===== config.mk =====
export PLATFORM = sky130hd
export DESIGN_NAME = uart_tx_serializer
export DESIGN_NICKNAME = d
export VERILOG_FILES = /design/src/rtl/uart_pkg.sv /design/src/rtl/uart_tx_serializer.sv
export SDC_FILE = /design/constraint.sdc
export NUM_CORES = 1
export LEC_CHECK = 0
export ABC_AREA = 1
export CORE_MARGIN = 1
export CORE_UTILIZATION = 35
export CTS_CLUSTER_DIAMETER = 60
export DETAILED_ROUTE_END_ITERATION = 10
export PLACE_DENSITY = 0.57
export SLEW_MARGIN = 20
export SYNTH_ARGS = -nofsm -noshare
export SYNTH_HDL_FRONTEND = slang
export SYNTH_SLANG_ARGS = --single-unit

===== constraint.sdc =====
create_clock -name clk -period 4.03 [get_ports clk]
set_input_delay 0.6045 -clock clk [delete_from_list [all_inputs] [get_ports clk]]
set_output_delay 0.6045 -clock clk [all_outputs]
set_load 0.01 [all_outputs]

===== src/rtl/uart_pkg.sv =====
// Shared types and line-level constants for the UART transmit path.
package uart_pkg;

   // Transmitter states; the current state names the bit being driven on the line.
   typedef enum logic [2:0] {
      StIdle,
      StStart,
      StData,
      StParity,
      StStop
   } tx_state_e;

   // Line levels.
   localparam logic START_BIT  = 1'b0;
   localparam logic STOP_BIT   = 1'b1;
   localparam logic IDLE_LEVEL = 1'b1;

   // Encoding of par_type_in.
   localparam logic PAR_EVEN = 1'b0;
   localparam logic PAR_ODD  = ~PAR_EVEN;

endpackage


===== src/rtl/uart_tx_serializer.sv =====
// UART transmit serializer: one serial bit per rising edge of the divided bit clock.
// Frame = start, DATA_WIDTH data bits (LSB first), optional parity, stop.
// Build option: define UART_TX_PARITY_EN to include the parity bit; without it
// par_en_in/par_type_in are ignored and every frame is 2 + DATA_WIDTH bits long.
module uart_tx_serializer
   import uart_pkg::*;
#(
   parameter int unsigned DATA_WIDTH = 8
) (
   input  logic                  clk,
   input  logic                  reset,
   input  logic [DATA_WIDTH-1:0] tx_data_in,
   input  logic                  tx_valid_in,
   output logic                  tx_ready_out,
   input  logic                  par_en_in,
   input  logic                  par_type_in,
   output logic                  tx_out,
   output logic                  busy_out
);

   localparam int unsigned      CNT_W    = $clog2(DATA_WIDTH);
   localparam logic [CNT_W-1:0] CNT_LAST = CNT_W'(DATA_WIDTH - 1);

   tx_state_e             r_state;
   logic [DATA_WIDTH-1:0] r_shift;
   logic [CNT_W-1:0]      r_cnt;
   logic                  r_tx;
   logic                  r_busy;
   logic                  w_ready;
   logic                  w_accept;

`ifdef UART_TX_PARITY_EN
   logic r_par_en;
   logic r_par_bit;
`else
   // Parity inputs are kept on the port list but have no function in this build.
   logic w_unused_par;
   assign w_unused_par = par_en_in ^ par_type_in;
`endif

   // Ready while idle or while the stop bit is out, so frames can run back to back.
   assign w_ready  = (r_state == StIdle) || (r_state == StStop);
   assign w_accept = tx_valid_in && w_ready;

   // Frame sequencer; tx_out and busy_out are registered alongside the state.
   always_ff @(posedge clk or posedge reset) begin
      if (reset) begin
         r_state   <= StIdle;
         r_shift   <= '0;
         r_cnt     <= '0;
         r_tx      <= IDLE_LEVEL;
         r_busy    <= 1'b0;
`ifdef UART_TX_PARITY_EN
         r_par_en  <= 1'b0;
         r_par_bit <= 1'b0;
`endif
      end else begin
         unique case (r_state)
            StIdle, StStop: begin
               if (w_accept) begin
                  r_state   <= StStart;
                  r_tx      <= START_BIT;
                  r_busy    <= 1'b1;
                  r_shift   <= tx_data_in;
                  r_cnt     <= '0;
`ifdef UART_TX_PARITY_EN
                  r_par_en  <= par_en_in;
                  r_par_bit <= (^tx_data_in) ^ (par_type_in == PAR_ODD);
`endif
               end else begin
                  r_state <= StIdle;
                  r_tx    <= IDLE_LEVEL;
                  r_busy  <= 1'b0;
               end
            end
            StStart: begin
               r_state <= StData;
               r_tx    <= r_shift[0];
               r_shift <= r_shift >> 1;
            end
            StData: begin
               if (r_cnt == CNT_LAST) begin
                  r_cnt <= '0;
`ifdef UART_TX_PARITY_EN
                  if (r_par_en) begin
                     r_state <= StParity;
                     r_tx    <= r_par_bit;
                  end else begin
                     r_state <= StStop;
                     r_tx    <= STOP_BIT;
                     r_busy  <= 1'b0;
                  end
`else
                  r_state <= StStop;
                  r_tx    <= STOP_BIT;
                  r_busy  <= 1'b0;
`endif
               end else begin
                  r_cnt   <= r_cnt + CNT_W'(1);
                  r_tx    <= r_shift[0];
                  r_shift <= r_shift >> 1;
               end
            end
`ifdef UART_TX_PARITY_EN
            StParity: begin
               r_state <= StStop;
               r_tx    <= STOP_BIT;
               r_busy  <= 1'b0;
            end
`endif
            default: begin
               r_state <= StIdle;
               r_tx    <= IDLE_LEVEL;
               r_busy  <= 1'b0;
            end
         endcase
      end
   end

   assign tx_ready_out = w_ready;
   assign tx_out       = r_tx;
   assign busy_out     = r_busy;

endmodule


---- Word level (Yosys, flattened, before mapping) ----
Index checks and enable logic that the tools add are counted.
operators by class
  reduce and logical (&&, ||, !) cells .... 9
  bitwise gates (word level) .............. 1
  multiplexer cells ....................... 15
  eq/ne operators ......................... 7
  add/subtract/negate cells ............... 1
operators by type and width
  kind                                                             number
  8-bit case mux with 3 select lines                               1
  8-bit two-way mux                                                2
  3-bit two-way mux                                                3
  3-bit case mux with 3 select lines                               1
  3-bit == test, second input constant                             2
  2-bit != test, second input constant                             3
  1-bit case mux with 3 select lines                               2
  3-bit case mux with 2 select lines                               1
  1-bit two-way mux                                                5
  2-bit AND reduction                                              2
  3-bit by 1-bit adder with 3-bit output, second input constant    1
  3-bit by 1-bit == test with 1-bit output, second input constant  1
  3-bit by 2-bit == test with 1-bit output, second input constant  1
  3-bit logical NOT                                                1
  3-bit AND reduction                                              1
  3-bit nonzero test                                               1
  2-bit nonzero test                                               1
  2-bit OR reduction                                               1
  1-bit logical AND                                                1
  1-bit logical OR                                                 1
  1-bit NOT                                                        1
storage, ports and cells
  flip-flop bits (word level) ............. 16

---- Longest topological paths before layout ----
Gate-level depths: netlist of run 1.
  depth after elaboration ................. 5
  gate-level depth with buffers ........... 7
  depth with buffers taken out ............ 7

---- Worst setup path before layout of run 1 ----
Ideal clock, no wire load.
  path kind ............................... flip-flop to output port
  from .................................... register r_state[1]
  to ...................................... output tx_ready_out
  path slack .............................. 2.651 ns
  required time ........................... 3.425 ns
  arrival time ............................ 0.774 ns
  cell stages (with the launch flop) ...... 2
  cells stage by stage .................... dfrtp_1 nor2_2
on the way
  cells in the longest elaborated chain, start to end .. 2
  elaborated cells on any way between the ends .. 3
RTL lines
  element                                                    line                      RTL
  start, declared                                            uart_tx_serializer.sv:24  tx_state_e r_state;
  start signal, assigned                                     uart_tx_serializer.sv:48  r_state <= StIdle;
  start signal, assigned                                     uart_tx_serializer.sv:61  r_state <= StStart;
  start signal, assigned                                     uart_tx_serializer.sv:71  r_state <= StIdle;
  3-bit == test / 3-bit logical NOT (equally long branches)  uart_tx_serializer.sv:42  assign w_ready = (r_state == StIdle) || (r_state == StStop);
  1-bit logical OR (*)                                       uart_tx_serializer.sv:42
  end, declared                                              uart_tx_serializer.sv:14  output logic tx_ready_out,
Every way passes the cells marked *; elsewhere a longest branch is shown, timed or not.

---- Worst setup path in the final report of run 1 ----
Ends and elaborated chain as after synthesis.

==> results of run 1 <==
[report_power, final]
part | switching (W) | internal, W | total [W] | leakage (nW)
Clock | 0.0000528 | 0.0000551 | 0.000108 | 0.0210
Sequential | 0.0000413 | 0.000234 | 0.000275 | 0.202
Combinational | 0.000254 | 0.000152 | 0.000406 | 0.354
Total | 0.000348 | 0.000442 | 0.000790 | 0.577
[registers in the layout, summed over array words and instances (netlist names)]
| register | flops |
|---|---|
| tx_out | 1 |
| busy_out | 1 |
| r_cnt | 3 |
| r_shift | 8 |
| r_state | 3 |
[final timing paths]
kind,start,end,slack [ps],cells past startpoint
hold reg to reg,busy_out$_DFFE_PP0P_,busy_out$_DFFE_PP0P_,480,2
min in group asynchronous,reset,r_shift[5]$_DFFE_PP0P_,660,2
setup / recovery,r_state[1]$_DFFE_PP0P_,tx_ready_out,1730,2
max in group asynchronous,reset,r_shift[7]$_DFFE_PP0P_,2980,2
setup reg to reg,r_state[0]$_DFFE_PP0P_,r_shift[3]$_DFFE_PP0P_,2550,7
hold / removal,busy_out$_DFFE_PP0P_,busy_out$_DFFE_PP0P_,480,2
[per-layer routing]
| metal | GRT usage (%) | up-vias | share of wire (%) |
|---|---|---|---|
| met5 | 0 | - | 0 |
| met2 | 23.8 | 13 | 47 |
| met4 | 9.46 | 0 | 2.8 |
| li1 | - | 357 | - |
| met1 | 18.4 | 319 | 47 |
| met3 | 1.75 | 5 | 2.9 |
[cell families after synthesis]
group | Yosys count | synth area share (%)
AO/OA/AOI/OAI | 3 | 1.75
flip-flops | 16 | 46.8
AND/OR/NAND/NOR | 70 | 42.4
adder cells (fa/ha/maj) | 2 | 2.91
buffers and inverters | 13 | 6.12
[cells in the mapped netlist]
cell type  count  area share (%)
nor2_4         1             1.3
nor2_2         1            0.73
nand2_2        2             1.5
nand3_2        2             2.3
nor2_1         3             1.3
inv_1          9             3.9
o21ai_1        3             1.7
nand3_1        8             4.7
nand4_1        1            0.73
dfrtp_1       15              44
dfstp_2        1             3.1
buf_4          1            0.87
nor2_8         1             2.3
nand2_4        3             3.9
nand4_2        1             1.5
inv_2          3             1.3
nand2_1       46              20
nand3_4        1             2.0
ha_1           2             2.9
[cell type report]
class	count	area, µm²	share of cell area [%]
timing repair buffer	13	130	12.4
tap	28	35.0	3.33
multi-input combinational	75	404	38.4
inverter	12	45.0	4.28
clock buffer	4	36.3	3.45
sequential	16	402	38.2
[cells in the final DEF (no fill, tap or decap)]
cell / synthesis / final
clkbuf_4: 0 / 3
clkbuf_8: 0 / 1
clkdlybuf4s50_1: 0 / 13
dfrtp_1: 15 / 15
dfstp_2: 1 / 1
ha_1: 2 / 2
inv_1: 9 / 9
inv_2: 3 / 3
nand2_1: 46 / 46
nand2_2: 2 / 2
nand2_4: 3 / 3
nand3_1: 8 / 8
nand3_2: 2 / 2
nand3_4: 1 / 1
nand4_1: 1 / 1
nand4_2: 1 / 1
nor2_1: 3 / 3
nor2_2: 1 / 1
nor2_4: 1 / 1
nor2_8: 1 / 1
o21ai_1: 3 / 3
[through the flow]
| step | cells | hold WS, ps | setup slack [ps] | power (W) | util (%) |
|---|---|---|---|---|---|
| after floorplan | 104 | 442 | 2650 | 0.000587 | - |
| after global placement | 144 | 455 | 2040 | 0.000682 | 45.1 |
| after detailed placement | 144 | 465 | 2040 | 0.000692 | 45.1 |
| after CTS | 148 | 488 | 1710 | 0.000804 | 46.7 |
| after global routing | 148 | 517 | 1650 | 0.000873 | 46.7 |
| final | 148 | 483 | 1730 | 0.000790 | 46.7 |
[worst min-delay path, delay by kind of cell, from the launching register on]
kind             cells  cell delay [ps]
flip-flops           1              360
AND/OR/NAND/NOR      2              100
==> key figures, run 1 <==
Route
  – Total Wirelength: about 1.6 mm
  – Routed Antenna Nets: 0
  – Drt drc: 0
  – Vias per cell: about 4.7
  – Routed length per instance: 10.6 µm
  – Via Count: approximately 690
  – Drt first-iter violations: 4
  – First-pass DRT Iterations: 4

Layout
  – Area added between synthesis and finish: 22.6%
  – Final net count: 136
  – Diodes inserted: 0
  – Share of layout cells above drive strength 1: between 10% and 20%
  – Filler cell count: between 200 and 250
  – Final instance area: about 0.0011 mm²

Die
  – Starting Density: roughly two fifths
  – Die Footprint: about 0.0027 mm²
  – Die height: slightly above 50 µm
  – Core ar.: approximately 0.0023 mm²
  – Die width: between 50 and 60 µm
  – Ports: 16
  – Cell Rows: 17

STA
  – Hold Fails Final Rpt: 0
  – Setup TNS: 0 ps
  – Final slew viol count: 0
  – RSZ-0062 raised after global routing: no
  – Slew HR: around three fifths
  – Period minus WS final: about 2300 ps
  – Fmax: between 0.4 and 0.5 GHz
  – Clock Skew: slightly above 4 ps
  – Final setup viols: 0
  – Worst slew pin tran: 587 ps
  – Fin crit share: roughly 57%

Power and ir drop
  – PD cells: about 750 mW/mm²
  – Peak VDD IR: ~0.00033 V
  – Leakage power: 0.577 nW

Flow run
  – Max cap viols: 0

Logic synthesis
  – Netlist cell types: 19
  – Post-synth net total: roughly 120
  – Yosys reg bits: 16
  – Synth warnings: 0
  – Sequential share of the synthesized area: roughly 47%
  – Cells after Synth: approximately 100
  – Synth Area per Inst: a little over 8 µm²
  – Area of the mapped netlist: between 800 and 900 µm²

Global routing
  – Vias in the first global route: between 600 and 700
  – Pin count of the biggest net entering global routing: 17
  – Grt ovf: 0
  – Initial antenna violation count: 0
  – GRT Total Usage: approximately 15%
  – Global-route wire length before repair: roughly 2.8 mm

Setup path
  – WP data arrival: around 1700 ps
  – Largest stage delay, worst path: 610 ps
  – Critical Path RT: ~3400 ps
  – Worst path top cell family by delay: buffers and inverters
  – WS Path Type: flip-flop to output port
  – Crit-path max FO: 5
  – Worst Setup End Kind: output port
  – Crit path buf inv count: 1
  – Startpoint types: flip-flop
  – Cell-by-cell trace of the critical path: nor2_2, clkdlybuf4s50_1
  – Slowest CP cell: clkdlybuf4s50_1

Hold path
  – Hold Path Class: flip-flop to flip-flop

Clock tree
  – Clock transition at path regs: around 90 ps
  – CTS resizes: 0
  – CTS Root Cell: clkbuf_4
  – CTS tree: done
  – CTS max path bufs: 2
  – Sink Count: 16
  – H-tree levels: 1
  – Clock latency on the worst-skew pair: slightly below 300 ps
  – Post-CTS Setup Inserts: 0
  – CTS Hold Bufs: 0
  – Total CTS buffers: 3

Place
  – Port buffer count: 13
  – Dpl cell area: 0.00102 mm²
  – Final GP Congestion: about 0.74
  – Detailed Place HPWL: between 1 and 1.5 mm

Run status
  – Status: finished, final reports clean
No activity file was read; power rests on OpenSTA's default activity.
==> inputs of run 2 (changes only) <==
--- a/config.mk
+++ b/config.mk
@@ -10,7 +10,7 @@
 export CORE_UTILIZATION = 35
 export CTS_CLUSTER_DIAMETER = 60
 export DETAILED_ROUTE_END_ITERATION = 10
-export PLACE_DENSITY = 0.57
+export PLACE_DENSITY = 0.59
 export SLEW_MARGIN = 20
 export SYNTH_ARGS = -nofsm -noshare
 export SYNTH_HDL_FRONTEND = slang
==> constraint.sdc (replaced) <==
create_clock -name clk -period 1.96 [get_ports clk]
set_input_delay 0.294 -clock clk [delete_from_list [all_inputs] [get_ports clk]]
set_output_delay 0.294 -clock clk [all_outputs]
set_load 0.01 [all_outputs]
==> run 2 against run 1 <==
  * Final cell count increased by 0.68%
  * Critical path depth is the same
  * Sequential power up 110%
  * Register-to-register slack got worse by 2100 ps
  * Clock power rose by 110%
  * Largest cell class unchanged
  * Sequential share of layout area is 0.27 points lower
  * Hold slack worse by 120 ps
  * Routed wire length increased by 7.5%
  * Critical endpoint unchanged
  * Clock skew down 3.4 ps
  * Total power up 110%
  * Utilization rose by 0.33 points
==> key figures, run 2 (synthesis gave the netlist of run 1 again) <==
Setup path
  – Crit-path max FO: 5
  – Slowest CP cell: clkdlybuf4s50_1
  – Worst Setup End Kind: output port
  – WP data arrival: between 1000 and 1500 ps
  – Largest stage delay, worst path: 540 ps
  – WS Path Type: flip-flop to output port
  – Startpoint types: flip-flop
  – Cell-by-cell trace of the critical path: nor2_2, clkdlybuf4s50_1
  – Critical Path RT: 1670 ps

Route
  – Routed length per instance: about 11 µm
  – DR top layer: met4
  – First-pass DRT Iterations: 4
  – Drt first-iter violations: 14
  – Wl on met1: around 770 µm
  – Routed Antenna Nets: 0
  – Vias per cell: around 4.6
  – Metal3 WL: roughly 84 µm
  – Met2 WL: roughly 800 µm
  – Via Count: a little under 700
  – Total Wirelength: around 1.7 mm
  – Drt drc: 0

STA
  – Period minus WS final: 1730 ps
  – Final setup viols: 0
  – Fin crit share: between 80% and 90%
  – Worst slew pin tran: around 630 ps
  – Hold Fails Final Rpt: 0
  – Slew HR: about three fifths
  – Setup TNS: 0 ps
  – Final slew viol count: 0
  – Fmax: about 0.58 GHz
  – RSZ-0062 raised after global routing: no
  – Clock Skew: 0.730 ps

Die
  – Die Footprint: 0.00265 mm²
  – Die width: just over 50 µm
  – Ports: 16
  – Core ar.: between 0.002 and 0.0025 mm²
  – Cell Rows: 17
  – Starting Density: around two fifths
  – Die height: approximately 50 µm

Global routing
  – GRT Total Usage: around 16%
  – Vias in the first global route: around 730
  – Pin count of the biggest net entering global routing: 17
  – Global-route wire length before repair: ~3.0 mm
  – Initial antenna violation count: 0
  – Grt ovf: 0

Place
  – Port buffer count: 13
  – Detailed Place HPWL: between 1 and 1.5 mm
  – Cells after DPL: 145
  – Final GP Congestion: 0.798

Layout
  – Diodes inserted: 0
  – Area added between synthesis and finish: 23.5%
  – Most frequent cells in the layout: 46 x nand2_1, 15 x dfrtp_1, 13 x clkdlybuf4s50_1
  – Final net count: between 100 and 150
  – Most flop-heavy register: r_shift
  – Share of layout cells above drive strength 1: between 15 and 20%
  – Max FFs per register: 8
  – Final core utilization: between 40% and 50%
  – Commonest non-fill, non-tap cell in the layout: nand2_1
  – Top Registers: r_shift: 8 flops, r_cnt: 3 flops, r_state: 3 flops
  – Filler cell count: 238
  – Final non-filler cell total: roughly 150

Clock tree
  – Total CTS buffers: 3
  – CTS Root Cell: clkbuf_4
  – Clock transition at path regs: about 100 ps
  – CTS Hold Bufs: 0
  – CTS resizes: 0
  – Clock latency on the worst-skew pair: ~290 ps
  – Sink Count: 16
  – CTS tree: done
  – Post-CTS Setup Inserts: 0
  – H-tree levels: 1
  – CTS max path bufs: 2

Run status
  – Status: finished, final reports clean

Power and ir drop
  – Leakage power: 0.582 nW
  – Tot Pwr: between 0.0015 and 0.002 W
  – Peak VDD IR: ~0.00065 V
  – PD cells: 1560 mW/mm²

Flow run
  – Max cap viols: 0

Hold path
  – Hold Path Class: input port to async pin
==> run 2: per-stage QoR <==
stage | setup slack, ps | instance area (µm²) | hold slack, ps
2_1_floorplan | 665 | 858 | 207
3_3_place_gp | 534 | 1020 | 454
3_5_place_dp | 526 | 1020 | 459
4_1_cts | 211 | 1060 | 389
5_1_grt | 155 | 1060 | 452
6_report | 227 | 1060 | 365
==> run 2: path summary, 6_finish.rpt <==
check / start / endpoint / slack [ps] / depth (start not counted)
setup / recovery: r_state[1]$_DFFE_PP0P_ / tx_ready_out / 230 / 2
hold / removal: reset / r_shift[4]$_DFFE_PP0P_ / 360 / 2
setup reg to reg: r_state[0]$_DFFE_PP0P_ / r_shift[2]$_DFFE_PP0P_ / 490 / 7
hold reg to reg: busy_out$_DFFE_PP0P_ / busy_out$_DFFE_PP0P_ / 480 / 2
max in group asynchronous: reset / r_shift[6]$_DFFE_PP0P_ / 1200 / 2
min in group clk: busy_out$_DFFE_PP0P_ / busy_out$_DFFE_PP0P_ / 480 / 2
==> run 2: metal layers <==
| layer | vias up | global-route usage [%] |
|---|---|---|
| li1 | 357 | - |
| met1 | 311 | 18.6 |
| met2 | 18 | 26.4 |
| met3 | 4 | 3.51 |
| met4 | 0 | 9.91 |
| met5 | - | 0 |
==> run 2: final cells by class <==
class | instances | area [µm²] | share of cell area (%)
Clock buffer | 4 | 36.3 | 3.42
Sequential cell | 16 | 402 | 37.9
Tap cell | 28 | 35.0 | 3.31
Timing Repair Buffer | 14 | 138 | 13.0
Inverter | 12 | 45.0 | 4.25
Multi-Input combinational cell | 75 | 404 | 38.1
==> run 2: report_power, final <==
part           leakage [nW]  switching (W)  internal [W]
Combinational         0.359       0.000525      0.000329
Sequential            0.202      0.0000856      0.000481
Clock                0.0210       0.000118      0.000113
Total                 0.582       0.000729      0.000924
==> run 2: critical path, delay by kind of cell, from the launching register on <==
| family | cells | cell delay, ps |
|---|---|---|
| buf+inv | 1 | 540 |
| simple gates | 1 | 150 |
| flops | 1 | 460 |
